### src/rtl/pwm_pkg.sv
// Shared types and defaults for the centre-aligned PWM generator.
package pwm_pkg;

    typedef enum logic [1:0] {
        LO_ON,
        HI_ON,
        DEAD
    } pwm_state_t;

    localparam int PWM_WIDTH_DEF = 8;
    localparam int DT_W_DEF      = 4;

endpackage

### src/rtl/pwm_deadtime.sv
// Dead-time inserter: turns the raw compare result into complementary gate drives
// that are never both high and are both low for max(dt_cycles,1) clocks per transition.
module pwm_deadtime
    import pwm_pkg::*;
#(
    parameter int DT_W = DT_W_DEF
) (
    input  logic            clk,
    input  logic            reset,
    input  logic            raw_q,
    input  logic [DT_W-1:0] dt_cycles,
    output logic            pwm_hi,
    output logic            pwm_lo
);

    localparam logic [DT_W-1:0] CNT_ONE = DT_W'(1);
    localparam logic [DT_W-1:0] CNT_MAX = '1;

    pwm_state_t      state_q, state_d;
    logic            target_hi_q, target_hi_d;
    logic [DT_W-1:0] dt_cnt_q, dt_cnt_d;
    logic            pwm_hi_d, pwm_lo_d;

    always_ff @(posedge clk or negedge reset) begin
        if (!reset) begin
            state_q     <= DEAD;
            target_hi_q <= 1'b0;
            dt_cnt_q    <= CNT_ONE;
            pwm_hi      <= 1'b0;
            pwm_lo      <= 1'b0;
        end else begin
            state_q     <= state_d;
            target_hi_q <= target_hi_d;
            dt_cnt_q    <= dt_cnt_d;
            pwm_hi      <= pwm_hi_d;
            pwm_lo      <= pwm_lo_d;
        end
    end

    always_comb begin
        // NOTE: every comb output gets a default first so no path can infer a latch.
        state_d     = state_q;
        target_hi_d = target_hi_q;
        dt_cnt_d    = dt_cnt_q;
        case (state_q)
            HI_ON: if (!raw_q) begin
                state_d     = DEAD;
                target_hi_d = 1'b0;
                dt_cnt_d    = CNT_ONE;
            end
            LO_ON: if (raw_q) begin
                state_d     = DEAD;
                target_hi_d = 1'b1;
                dt_cnt_d    = CNT_ONE;
            end
            DEAD: begin
                // A flip of the raw request during dead time restarts the whole gap.
                if (raw_q != target_hi_q) begin
                    target_hi_d = raw_q;
                    dt_cnt_d    = CNT_ONE;
                end else if (dt_cnt_q >= dt_cycles) begin
                    state_d = target_hi_q ? HI_ON : LO_ON;
                end else if (dt_cnt_q != CNT_MAX) begin
                    dt_cnt_d = dt_cnt_q + CNT_ONE;
                end
            end
            default: state_d = DEAD;
        endcase
    end

    always_comb begin
        pwm_hi_d = (state_d == HI_ON);
        pwm_lo_d = (state_d == LO_ON);
    end

endmodule

### src/rtl/center_pwm_gen.sv
// Centre-aligned complementary PWM from an up/down triangle count, with a
// double-buffered compare value that is applied only at the triangle bottom.
module center_pwm_gen
    import pwm_pkg::*;
#(
    parameter int WIDTH = PWM_WIDTH_DEF,
    parameter int DT_W  = DT_W_DEF
) (
    input  logic             clk,
    input  logic             reset,
    input  logic [WIDTH-1:0] count,
    input  logic             up_down,
    input  logic [WIDTH-1:0] cmp_data,
    input  logic             cmp_valid,
    output logic             cmp_ready,
    input  logic [DT_W-1:0]  dt_cycles,
    output logic             pwm_hi,
    output logic             pwm_lo,
    output logic             period_start,
    output logic [WIDTH-1:0] cmp_active
);

    logic [WIDTH-1:0] pend;
    logic             pend_v;
    logic             prev_zero;
    logic             raw_q;
    logic             dir_q;
    logic             count_zero;
    logic             bot;
    logic             accept;

    assign count_zero = (count == '0);
    assign bot        = count_zero && !prev_zero;
    assign cmp_ready  = !pend_v;
    assign accept     = cmp_valid && cmp_ready;

    always_ff @(posedge clk or negedge reset) begin
        if (!reset) begin
            cmp_active   <= '0;
            pend         <= '0;
            pend_v       <= 1'b0;
            prev_zero    <= 1'b0;
            raw_q        <= 1'b0;
            period_start <= 1'b0;
            dir_q        <= 1'b0;
        end else begin
            prev_zero    <= count_zero;
            period_start <= bot;
            dir_q        <= up_down;
            // NOTE: non-blocking, so this compares against cmp_active as it was before this edge.
            raw_q        <= (count < cmp_active);
            // An accept on the bottom cycle only fills the shadow; it applies next period.
            if (bot && pend_v) begin
                cmp_active <= pend;
                pend_v     <= 1'b0;
            end else if (accept) begin
                pend   <= cmp_data;
                pend_v <= 1'b1;
            end
        end
    end

    pwm_deadtime #(
        .DT_W(DT_W)
    ) u_deadtime (
        .clk       (clk),
        .reset     (reset),
        .raw_q     (raw_q),
        .dt_cycles (dt_cycles),
        .pwm_hi    (pwm_hi),
        .pwm_lo    (pwm_lo)
    );

endmodule
### config.mk
export PLATFORM = sky130hd
export DESIGN_NAME = center_pwm_gen
export DESIGN_NICKNAME = d
export VERILOG_FILES = /design/src/rtl/pwm_pkg.sv /design/src/rtl/pwm_deadtime.sv /design/src/rtl/center_pwm_gen.sv
export SDC_FILE = /design/constraint.sdc
export NUM_CORES = 1
export LEC_CHECK = 0
export ABC_AREA = 1
export BUFFER_PORTS_ARGS = -buffer_cell sky130_fd_sc_hd__buf_2
export CAP_MARGIN = 40
export CORE_MARGIN = 8
export CORE_UTILIZATION = 40
export DETAILED_ROUTE_END_ITERATION = 16
export REMOVE_ABC_BUFFERS = 1
export SYNTH_ARGS = -nofsm -noshare
export SYNTH_HDL_FRONTEND = slang
export SYNTH_SLANG_ARGS = --single-unit
### constraint.sdc
create_clock -name clk -period 3.6 [get_ports clk]
set_input_delay 0.54 -clock clk [delete_from_list [all_inputs] [get_ports clk]]
set_output_delay 0.54 -clock clk [all_outputs]
set_load 0.01 [all_outputs]
==> results of run 1 <==
## registers in the layout, summed over array words and instances, names as in the netlist
signal and count:
pend 8, period_start 1, pend_v 1, u_deadtime.state_q 2, u_deadtime.pwm_hi 1, raw_q 1
cmp_active 8, u_deadtime.dt_cnt_q 4, prev_zero 1, u_deadtime.pwm_lo 1, u_deadtime.target_hi_q 1
## layout make-up
cell class / instances / area (sq um)
inverters: 28 / 105.1
repair buffers: 34 / 170.2
clock inverters: 2 / 10.01
clock buffers: 6 / 72.57
multi-input cells: 121 / 724.4
fillers: 379 / 1846
flip-flops and latches: 29 / 728.2
well taps: 48 / 60.06
## per-layer routing
| layer | GRT usage, % | vias to the layer above |
|---|---|---|
| li1 | - | 649 |
| met1 | 14.14 | 505 |
| met2 | 14.75 | 30 |
| met3 | 4.556 | 6 |
| met4 | 5.000 | 0 |
| met5 | 0 | - |
## critical path, delay by kind of cell, from the launching register on
family                 cells  cell delay, ps
flip-flops                 1             550
buffers and inverters      2             270
## metrics by stage
step	util (%)	hold WS (ps)	setup slack, ps
global placement	48.11	478.8	1807
finish	50.34	275.2	1964
CTS	50.34	297.7	1947
detailed placement	48.11	484.1	1835
floorplan	-	244.4	2091
global route	50.34	328.2	1843
## synth_stat cells
master                     instances  area share, %
sky130_fd_sc_hd__nand2_2           3            1.2
sky130_fd_sc_hd__dfstp_2           2            3.4
sky130_fd_sc_hd__nor3_1            2           0.64
sky130_fd_sc_hd__o31ai_1           1           0.48
sky130_fd_sc_hd__buf_2             1           0.32
sky130_fd_sc_hd__nand2_4           1           0.72
sky130_fd_sc_hd__nor2_2            1           0.40
sky130_fd_sc_hd__nor4_1            1           0.40
sky130_fd_sc_hd__inv_1            27            6.5
sky130_fd_sc_hd__o21ai_2           2            1.1
sky130_fd_sc_hd__o21ai_0           2           0.64
sky130_fd_sc_hd__nand3_1          20            6.4
sky130_fd_sc_hd__inv_2             1           0.24
sky130_fd_sc_hd__mux2_2            7            5.0
sky130_fd_sc_hd__xor2_1            1           0.56
sky130_fd_sc_hd__or2_4             1           0.56
sky130_fd_sc_hd__ha_1             12            9.6
sky130_fd_sc_hd__a21oi_1           6            1.9
sky130_fd_sc_hd__a21boi_0          1           0.48
sky130_fd_sc_hd__nor2_1           12            2.9
sky130_fd_sc_hd__nand2_1          45             11
sky130_fd_sc_hd__dfrtp_1          27             43
sky130_fd_sc_hd__nor2_4            2            1.4
sky130_fd_sc_hd__nor3_4            1            1.0
## path summary, 6_finish.rpt
check	from	to	slack, ps	depth (start not counted)
setup / recovery	pend_v	cmp_ready	1960	2
hold / removal	reset	pend[0]	280	1
setup reg to reg	u_deadtime.dt_cnt_q[0]	u_deadtime.pwm_lo	1990	6
hold reg to reg	u_deadtime.dt_cnt_q[0]	u_deadtime.dt_cnt_q[0]	490	2
max in group asynchronous	reset	u_deadtime.dt_cnt_q[2]	2920	1
min in group clk	cmp_valid	pend_v	490	3
## cells by family after synthesis
kind of cell | synth area share (%)
AND/OR/NAND/NOR | 26.50
buffers and inverters | 7.045
flip-flops | 46.60
AO/OA/AOI/OAI | 4.644
adder cells (fa/ha/maj) | 9.607
multiplexers | 5.044
XOR/XNOR | 0.5606
## cells in the final DEF, fill, tap and decap left out, drive strengths merged
master  count
a21boi      1
a21oi       6
buf        34
clkbuf      6
clkinv      2
dfrtp      27
dfstp       2
ha         12
inv        28
mux2        7
nand2      49
nand3      20
nor2       15
nor3        3
nor4        1
o21ai       4
o31ai       1
or2         1
xor2        1
## power groups by stage
stage | Sequential, uW | Combinational, uW | Clock (uW)
after detailed placement | 430 | 285 | 0
after global routing | 431 | 335 | 275
after CTS | 424 | 287 | 257
after global placement | 431 | 281 | 0
final | 423 | 282 | 248
after floorplan | 426 | 209 | 0
==> run_results.csv, run 1 <==
group,metric,value,unit
outcome,status,"completed",
route,drt_first_pass_iters,4,
power_and_ir_drop,finalPower,953.2,uW
hold_path,hold_path_class,"primary input to asynchronous set/reset pin",
route,wirelength_met1,1.548,mm
timing,setup_viol,0,
synth,postSynthAreaPerCell,8.730,sq um
global_routing,grt_util_overall,10.74,%
global_routing,antenna_found_initial,0,
placed_design,place_congestion,0.7895,
floorplanning,initial_utilization,42.05,%
layout,antenna_cells_inserted,0,
power_and_ir_drop,power_switching,319.6,uW
placed_design,dp_cell_count,260,
setup_path,start_kind,"flop",
clocking,tritoncts_num_sinks,29,
power_and_ir_drop,vdd.ir_drop.worst,0.0003325,V
timing,setup_tns,0,ps
timing,fin_worst_skew,1.744,ps
placed_design,numPortBuffers,34,
route,detail_route.wl_per_cell,10.92,um
layout,syn_to_final_growth,19.70,%
setup_path,endpoint_kind,"output port",
setup_path,path_class,"flop to output port",
global_routing,grt_remaining_overflow,0,
clocking,cts.clk_slew.worst_paths,60,ps
placed_design,dpl-instance-area,0.001788,sq mm
power_and_ir_drop,pwr_density_cell,509.6,mW/mm^2
clocking,cts_tree,"done",
route,post_route_wl,2.926,mm
setup_path,crit_chain,"inv_1 > buf_2",
floorplanning,std_cell_rows,22,
synth,synth_seq_cells,29,
clocking,number_of_clock_buffers_inserted_by_tritoncts,5,
clocking,clock_tree.root_cell,"sky130_fd_sc_hd__clkbuf_8",
floorplanning,chipWidth,78.51,um
placed_design,placed_wire_length_estimate,2.348,mm
layout,fin_area,0.001871,sq mm
global_routing,grt_max_degree,30,
clocking,postcts_resize_cnt,0,
floorplanning,floorplan.die_area,0.006163,sq mm
setup_path,critical_path_required,3060,ps
synth,synth-seq-area-share,46.60,%
floorplanning,design.portCount,36,
timing,max_freq,0.6114,GHz
synth,synth_area,0.001563,sq mm
layout,post_route_cells_drive_above_1_share,28.18,%
floorplanning,fp.coreArea,0.003716,sq mm
layout,finalNetCount,255,
route,drt_antenna_net_count,0,
clocking,cts_setup_buffers,0,
route,via_count,1190,
timing,fin_crit_sh,45.43,%
setup_path,data_arrival_critical_path,1100,ps
power_and_ir_drop,comb_power_share,29.6,%
timing,slew_headroom,58.76,%
timing,rsz0062_at_grt,"no",
route,drt_iter0_drc,89,
route,post_drt_via_cell_ratio,4.440,
power_and_ir_drop,power_frac_seq,44.4,%
power_and_ir_drop,power_frac_clock,26.0,%
timing,final-hold-violation-count,0,
synth,ys_types,24,
power_and_ir_drop,cellLeakagePower,0.001069,uW
clocking,maximum_count_of_clock_buffers_along_a_single_path,2,
timing,min_period,1636,ps
clocking,worst_skew_pair.late_latency,280,ps
global_routing,first_global_vias,1234,
global_routing,grt_first_pass_wirelength,5.444,mm
route,drc_violations_left,0,
timing,worst-slew-pin-transition,618.6,ps
clocking,cts-htree-levels,2,
layout,instances_no_fill,268,
setup_path,slowest_delay,550,ps
power_and_ir_drop,power.share.switching,33.53,%
flow_run,drv.max_cap_violation_count,0,
synth,ys_warn_count,0,
route,maxUsedRoutingLayer,"met4",
setup_path,critical_path_peak_fanout,10,
timing,final_max_slew_viol_count,0,
clocking,postCtsHoldBufs,0,
route,dr_wl_met3,229,um
floorplanning,die_height,78.51,um
synth,post_synth_inst_count,179,
route,dr_wl_met2,1.100,mm
power_and_ir_drop,internal_power,633.6,uW
setup_path,slowest_stage,"sky130_fd_sc_hd__dfrtp_1",
Note: power is estimated with default switching activity, not from simulation.
==> run 2, diff against run 1 <==
clock period = 1.59 ns   (was 3.6 ns; I/O delays follow)
==> run 2 against run 1 <==
Clock-buffer cell count is 1 higher. Core utilization grew 1.5 points. Combinational power up 150%. Total power is 130% higher. Routed wire length rose by 1.4%. Clock skew up 3.2 ps. Setup slack got worse by 1900 ps. Flip-flop and latch count is the same. Critical path type is now flop to flop. Largest cell class is now multi-input gates. Largest power group unchanged.
==> run_results.csv, run 2 (synthesis gave the netlist of run 1 again) <==
group,metric,value,unit
layout,instances_no_fill,273,
clocking,cts_setup_buffers,0,
layout,syn_to_final_growth,23.30,%
global_routing,grt_remaining_overflow,0,
route,via_count,1226,
route,drt_iter0_drc,28,
layout,top_regs,"cmp_active: 8 flops, pend: 8 flops, u_deadtime.dt_cnt_q: 4 flops",
clocking,cts.clk_slew.worst_paths,60,ps
layout,top_library_cells_by_usage_in_the_layout_fill_and_taps_aside,"sky130_fd_sc_hd__nand2_1 (44), sky130_fd_sc_hd__buf_2 (34), sky130_fd_sc_hd__inv_1 (27), sky130_fd_sc_hd__dfrtp_1 (27), sky130_fd_sc_hd__nand3_1 (20)",
setup_path,critical_path_required,1750,ps
route,drc_violations_left,0,
setup_path,start_kind,"flop",
clocking,maximum_count_of_clock_buffers_along_a_single_path,2,
timing,worst-slew-pin-transition,625.8,ps
floorplanning,initial_utilization,42.05,%
floorplanning,fp.coreArea,0.003716,sq mm
timing,final-hold-violation-count,0,
clocking,number_of_clock_buffers_inserted_by_tritoncts,5,
layout,antenna_cells_inserted,0,
power_and_ir_drop,vdd.ir_drop.worst,0.0006940,V
setup_path,data_arrival_critical_path,1630,ps
route,drt_antenna_net_count,0,
setup_path,slowest_delay,530,ps
global_routing,grt_max_degree,30,
clocking,tritoncts_num_sinks,29,
setup_path,regToRegStartpoint,"u_deadtime.dt_cnt_q[0]",
timing,fin_worst_skew,4.926,ps
layout,layout_commonest_cell,"sky130_fd_sc_hd__nand2_1",
clocking,cts-htree-levels,2,
setup_path,path_class,"flop to flop",
placed_design,placed_wire_length_estimate,2.376,mm
global_routing,grt_first_pass_wirelength,5.264,mm
layout,finalNetCount,261,
timing,fin_crit_sh,92.87,%
setup_path,slowest_stage,"sky130_fd_sc_hd__dfstp_2",
route,drt_first_pass_iters,2,
floorplanning,die_height,78.51,um
route,detail_route.wl_per_cell,10.87,um
placed_design,numPortBuffers,34,
floorplanning,chipWidth,78.51,um
layout,post_route_cells_drive_above_1_share,30.22,%
placed_design,dp_cell_count,265,
setup_path,critical_path_peak_fanout,3,
placed_design,dpl-instance-area,0.001826,sq mm
route,post_route_wl,2.968,mm
clocking,cts_tree,"done",
timing,setup_viol,0,
global_routing,first_global_vias,1165,
timing,min_period,1477,ps
setup_path,crit_path_frequent_cell,"sky130_fd_sc_hd__nand3_1",
layout,fin_area,0.001927,sq mm
flow_run,drv.max_cap_violation_count,0,
clocking,worst_skew_pair.late_latency,280,ps
power_and_ir_drop,cellLeakagePower,0.001098,uW
setup_path,crit_chain,"inv_1 > ha_1 > nand3_1 > nand3_1 > a21boi_1 > nor2_1",
setup_path,endpoint_kind,"flop",
hold_path,hold_start,"cmp_valid",
global_routing,grt_util_overall,10.60,%
timing,slew_headroom,58.28,%
timing,max_freq,0.6772,GHz
hold_path,hold_path_class,"primary input to flop",
global_routing,antenna_found_initial,0,
layout,fill_cells,380,
floorplanning,design.portCount,36,
timing,final_max_slew_viol_count,0,
clocking,clock_tree.root_cell,"sky130_fd_sc_hd__clkbuf_8",
outcome,status,"completed",
route,post_drt_via_cell_ratio,4.491,
floorplanning,std_cell_rows,22,
power_and_ir_drop,pwr_density_cell,1160,mW/mm^2
floorplanning,floorplan.die_area,0.006163,sq mm
placed_design,place_congestion,0.7950,
setup_path,cp-startpoint,"u_deadtime.dt_cnt_q[0]",
==> run 2: layout make-up <==
type	count	area, sq um	area share (%)
clock buffers	7	86.33	4.481
inverters	28	105.1	5.455
multi-input cells	121	729.5	37.86
flip-flops and latches	29	728.2	37.79
well taps	48	60.06	3.117
repair buffers	40	217.7	11.30
==> run 2: layer usage <==
| metal | vias up | wire length, um | global-route usage (%) |
|---|---|---|---|
| li1 | 664 | - | - |
| met1 | 529 | 1544 | 13.85 |
| met2 | 27 | 1113 | 13.84 |
| met3 | 6 | 257 | 5.923 |
| met4 | 0 | 52 | 4.444 |
| met5 | - | 0 | 0 |
==> run 2: report_power, final <==
group	internal (uW)	leakage, uW	switching, uW
Combinational	302	0.000678	403
Sequential	871	0.000375	73.7
Clock	342	0.0000443	244
Total	1520	0.00110	721
==> run 2: repair_timing <==
item	CTS	global route
resized for setup	1	2
pin swaps	0	1
endpoints found under the setup margin	1	3
gates cloned	0	0
hold endpoints to repair	1	0
hold buffers	1	0
==> run 2: per-stage QoR <==
step | worst slack [ps] | util (%) | hold slack, ps | total power, uW | TNS [ps]
final | 113.3 | 51.85 | 187.7 | 2236 | 0
after global routing | -8.637 | 51.85 | 180.8 | 2426 | -8.637
after CTS | 84.75 | 51.72 | 181.7 | 2260 | 0
after detailed placement | 6.760 | 49.12 | 299.2 | 1654 | 0
after global placement | 37.05 | 49.12 | 302.0 | 1649 | 0
after floorplan | 178.1 | - | -57.09 | 1438 | 0
==> run 2: worst paths after layout <==
path | end | slack, ps | cells after the start
setup / recovery | u_deadtime.pwm_lo | 110 | 6
hold / removal | pend_v | 190 | 3
setup reg to reg | u_deadtime.pwm_lo | 110 | 6
hold reg to reg | cmp_active[2] | 500 | 2
max in group asynchronous | u_deadtime.pwm_lo | 670 | 2
min in group asynchronous | pend[0] | 510 | 2
==> run 2: critical path: cells and delay by family (launching register included) <==
family	cells	cell delay [ps]
flip-flops	1	530
AO/OA/AOI/OAI	1	220
adder cells (fa/ha/maj)	1	260
buffers and inverters	1	50
AND/OR/NAND/NOR	3	290
==> run 3, diff against run 2 <==
RECOVER_POWER = 25   (was unset)
clock period = 1.5 ns   (was 1.59 ns; I/O delays follow)
==> run 3 against run 2 <==
Cell area increased by 2.9%. Sequential share of layout area decreased by 1.1 points. Die area unchanged. Total power increased by 9.8%. Critical path type unchanged. Largest power group unchanged.
==> run_results.csv, run 3 (synthesis gave the netlist of run 1 again) <==
group,metric,value,unit
clocking,tritoncts_num_sinks,29,
setup_path,start_kind,"flop",
clocking,clock_tree.root_cell,"sky130_fd_sc_hd__clkbuf_8",
timing,rsz0062_at_grt,"yes",
layout,finalNetCount,264,
floorplanning,design.portCount,36,
route,drt_iter0_drc,51,
clocking,worst_skew_pair.late_latency,270,ps
global_routing,antenna_found_initial,0,
outcome,status,"completed",
timing,worst-slew-pin-transition,693.0,ps
setup_path,worst_r2r_endpoint,"u_deadtime.dt_cnt_q[3]",
route,drc_violations_left,0,
power_and_ir_drop,power_switching,818.0,uW
route,post_route_wl,3.063,mm
timing,fin_worst_skew,5.457,ps
power_and_ir_drop,power_frac_clock,24.1,%
floorplanning,floorplan.die_area,0.006163,sq mm
setup_path,data_arrival_critical_path,1630,ps
setup_path,ff2ff_path_depth,11,
route,drt_antenna_net_count,0,
route,post_drt_via_cell_ratio,4.567,
hold_path,hold_start,"cmp_valid",
timing,max_freq,0.6827,GHz
global_routing,grt_util_overall,10.47,%
timing,final-hold-violation-count,0,
power_and_ir_drop,cellLeakagePower,0.001066,uW
hold_path,hold_path_class,"primary input to flop",
setup_path,endpoint_kind,"flop",
setup_path,crit_chain,"buf_6 > ha_2 > nand2_1 > inv_2 > nand2_1 > inv_1 > nor2_2 > nand2_2 > nand2_2 > nand2_1 > nand2_1",
setup_path,critical_path_required,1670,ps
layout,post_route_cells_drive_above_1_share,30.57,%
power_and_ir_drop,pwr_density_cell,1238,mW/mm^2
layout,fin_area,0.001983,sq mm
layout,layout_commonest_cell,"sky130_fd_sc_hd__nand2_1",
setup_path,path_class,"flop to flop",
hold_path,timing.hold.worst_endpoint,"pend_v",
clocking,cts-htree-levels,2,
floorplanning,die_height,78.51,um
power_and_ir_drop,vdd.ir_drop.worst,0.0006000,V
placed_design,dpl-instance-area,0.001841,sq mm
timing,fin_crit_sh,97.65,%
route,via_count,1265,
route,detail_route.wl_per_cell,11.06,um
layout,antenna_cells_inserted,0,
setup_path,regToRegStartpoint,"u_deadtime.dt_cnt_q[0]",
clocking,cts_tree,"done",
global_routing,grt_remaining_overflow,0,
power_and_ir_drop,power.share.switching,33.33,%
setup_path,critical_path_peak_fanout,4,
clocking,cts.clk_slew.worst_paths,60,ps
timing,setup_viol,0,
setup_path,slowest_stage,"sky130_fd_sc_hd__dfstp_2",
layout,instances_no_fill,277,
layout,top_library_cells_by_usage_in_the_layout_fill_and_taps_aside,"sky130_fd_sc_hd__nand2_1 (45), sky130_fd_sc_hd__dfrtp_1 (27), sky130_fd_sc_hd__inv_1 (24), sky130_fd_sc_hd__buf_2 (23), sky130_fd_sc_hd__nand3_1 (19)",
floorplanning,chipWidth,78.51,um
timing,final_max_slew_viol_count,0,
route,drt_first_pass_iters,4,
clocking,maximum_count_of_clock_buffers_along_a_single_path,2,
setup_path,crit_path_frequent_cell,"sky130_fd_sc_hd__nand2_1",
placed_design,placed_wire_length_estimate,2.389,mm
layout,top_regs,"cmp_active: 8 flops, pend: 8 flops, u_deadtime.dt_cnt_q: 4 flops",
placed_design,dp_cell_count,267,
floorplanning,fp.coreArea,0.003716,sq mm
global_routing,grt_max_degree,30,
floorplanning,std_cell_rows,22,
placed_design,numPortBuffers,34,
power_and_ir_drop,internal_power,1637,uW
hold_path,hold-path-cell-count,3,
flow_run,drv.max_cap_violation_count,0,
setup_path,slowest_delay,550,ps
clocking,number_of_clock_buffers_inserted_by_tritoncts,5,
power_and_ir_drop,power_frac_seq,41.0,%
setup_path,rrSetupSlack,40,ps
power_and_ir_drop,comb_power_share,34.9,%
global_routing,grt_first_pass_wirelength,5.181,mm
global_routing,first_global_vias,1167,
timing,slew_headroom,53.80,%
layout,syn_to_final_growth,26.90,%
layout,finished_core_util,53.37,%
timing,min_period,1465,ps
placed_design,place_congestion,0.7848,
floorplanning,initial_utilization,42.05,%
## run 3: worst max path at each step
stage	startpoint	to	slack, ps	depth (start not counted)
2_1_floorplan	u_deadtime.dt_cnt_q[0]	u_deadtime.pwm_lo	90	6
3_3_place_gp	u_deadtime.dt_cnt_q[0]	u_deadtime.pwm_lo	-40	6
3_5_place_dp	u_deadtime.dt_cnt_q[0]	u_deadtime.pwm_lo	-60	6
4_1_cts	u_deadtime.dt_cnt_q[0]	u_deadtime.pwm_lo	3	6
5_1_grt	u_deadtime.dt_cnt_q[0]	u_deadtime.dt_cnt_q[3]	-90	12
6_report	u_deadtime.dt_cnt_q[0]	u_deadtime.dt_cnt_q[3]	40	11
## run 3: power groups by stage
stage | clock, uW | sequential, uW | combinational (uW)
detailed placement | 0 | 1010 | 777
finish | 591 | 1010 | 856
floorplan | 0 | 1020 | 502
CTS | 614 | 997 | 782
global placement | 0 | 1010 | 770
global route | 652 | 1030 | 996
## run 3: cell type report
| class | instances | area, sq um |
|---|---|---|
| Inverter | 28 | 105.1 |
| Fill cell | 403 | 1733 |
| Sequential cell | 29 | 728.2 |
| Multi-Input combinational cell | 121 | 775.7 |
| Tap cell | 48 | 60.06 |
| Clock buffer | 6 | 72.57 |
| Clock inverter | 2 | 10.01 |
| Timing Repair Buffer | 43 | 231.5 |
## run 3: per-stage QoR
stage	setup WS, ps	total power (uW)	hold slack [ps]	setup TNS, ps
after floorplan	88.10	1524	-70.59	0
after global placement	-39.53	1777	286.8	-39.53
after detailed placement	-64.90	1786	285.4	-64.90
after CTS	2.557	2393	168.3	0
after global routing	-86.93	2674	166.1	-294.2
final	35.24	2455	163.5	0
## run 3: metal layers
layer	up-vias	share of wire (%)	routed length (um)	GRT usage, %
met2	30	40	1239	13.67
met1	564	51	1576	14.31
met3	2	7.4	226	5.467
li1	669	-	-	-
met4	0	0.62	19	3.333
met5	-	0	0	0
## run 3: critical path, delay by kind of cell, from the launching register on
kind	cells	cell delay (ps)
and+or+nand+nor	7	410
buffers and inverters	3	220
adders and majority gates	1	160
DFF	1	550
## run 3: what timing repair did
| item | CTS | global route |
|---|---|---|
| gates resized for setup | 1 | 13 |
| setup buffers | 0 | 1 |
| hold endpoints to repair | 27 | 0 |
| endpoints found under the setup margin | 1 | 6 |
| hold buffers | 1 | 0 |
| pin swaps | 0 | 6 |
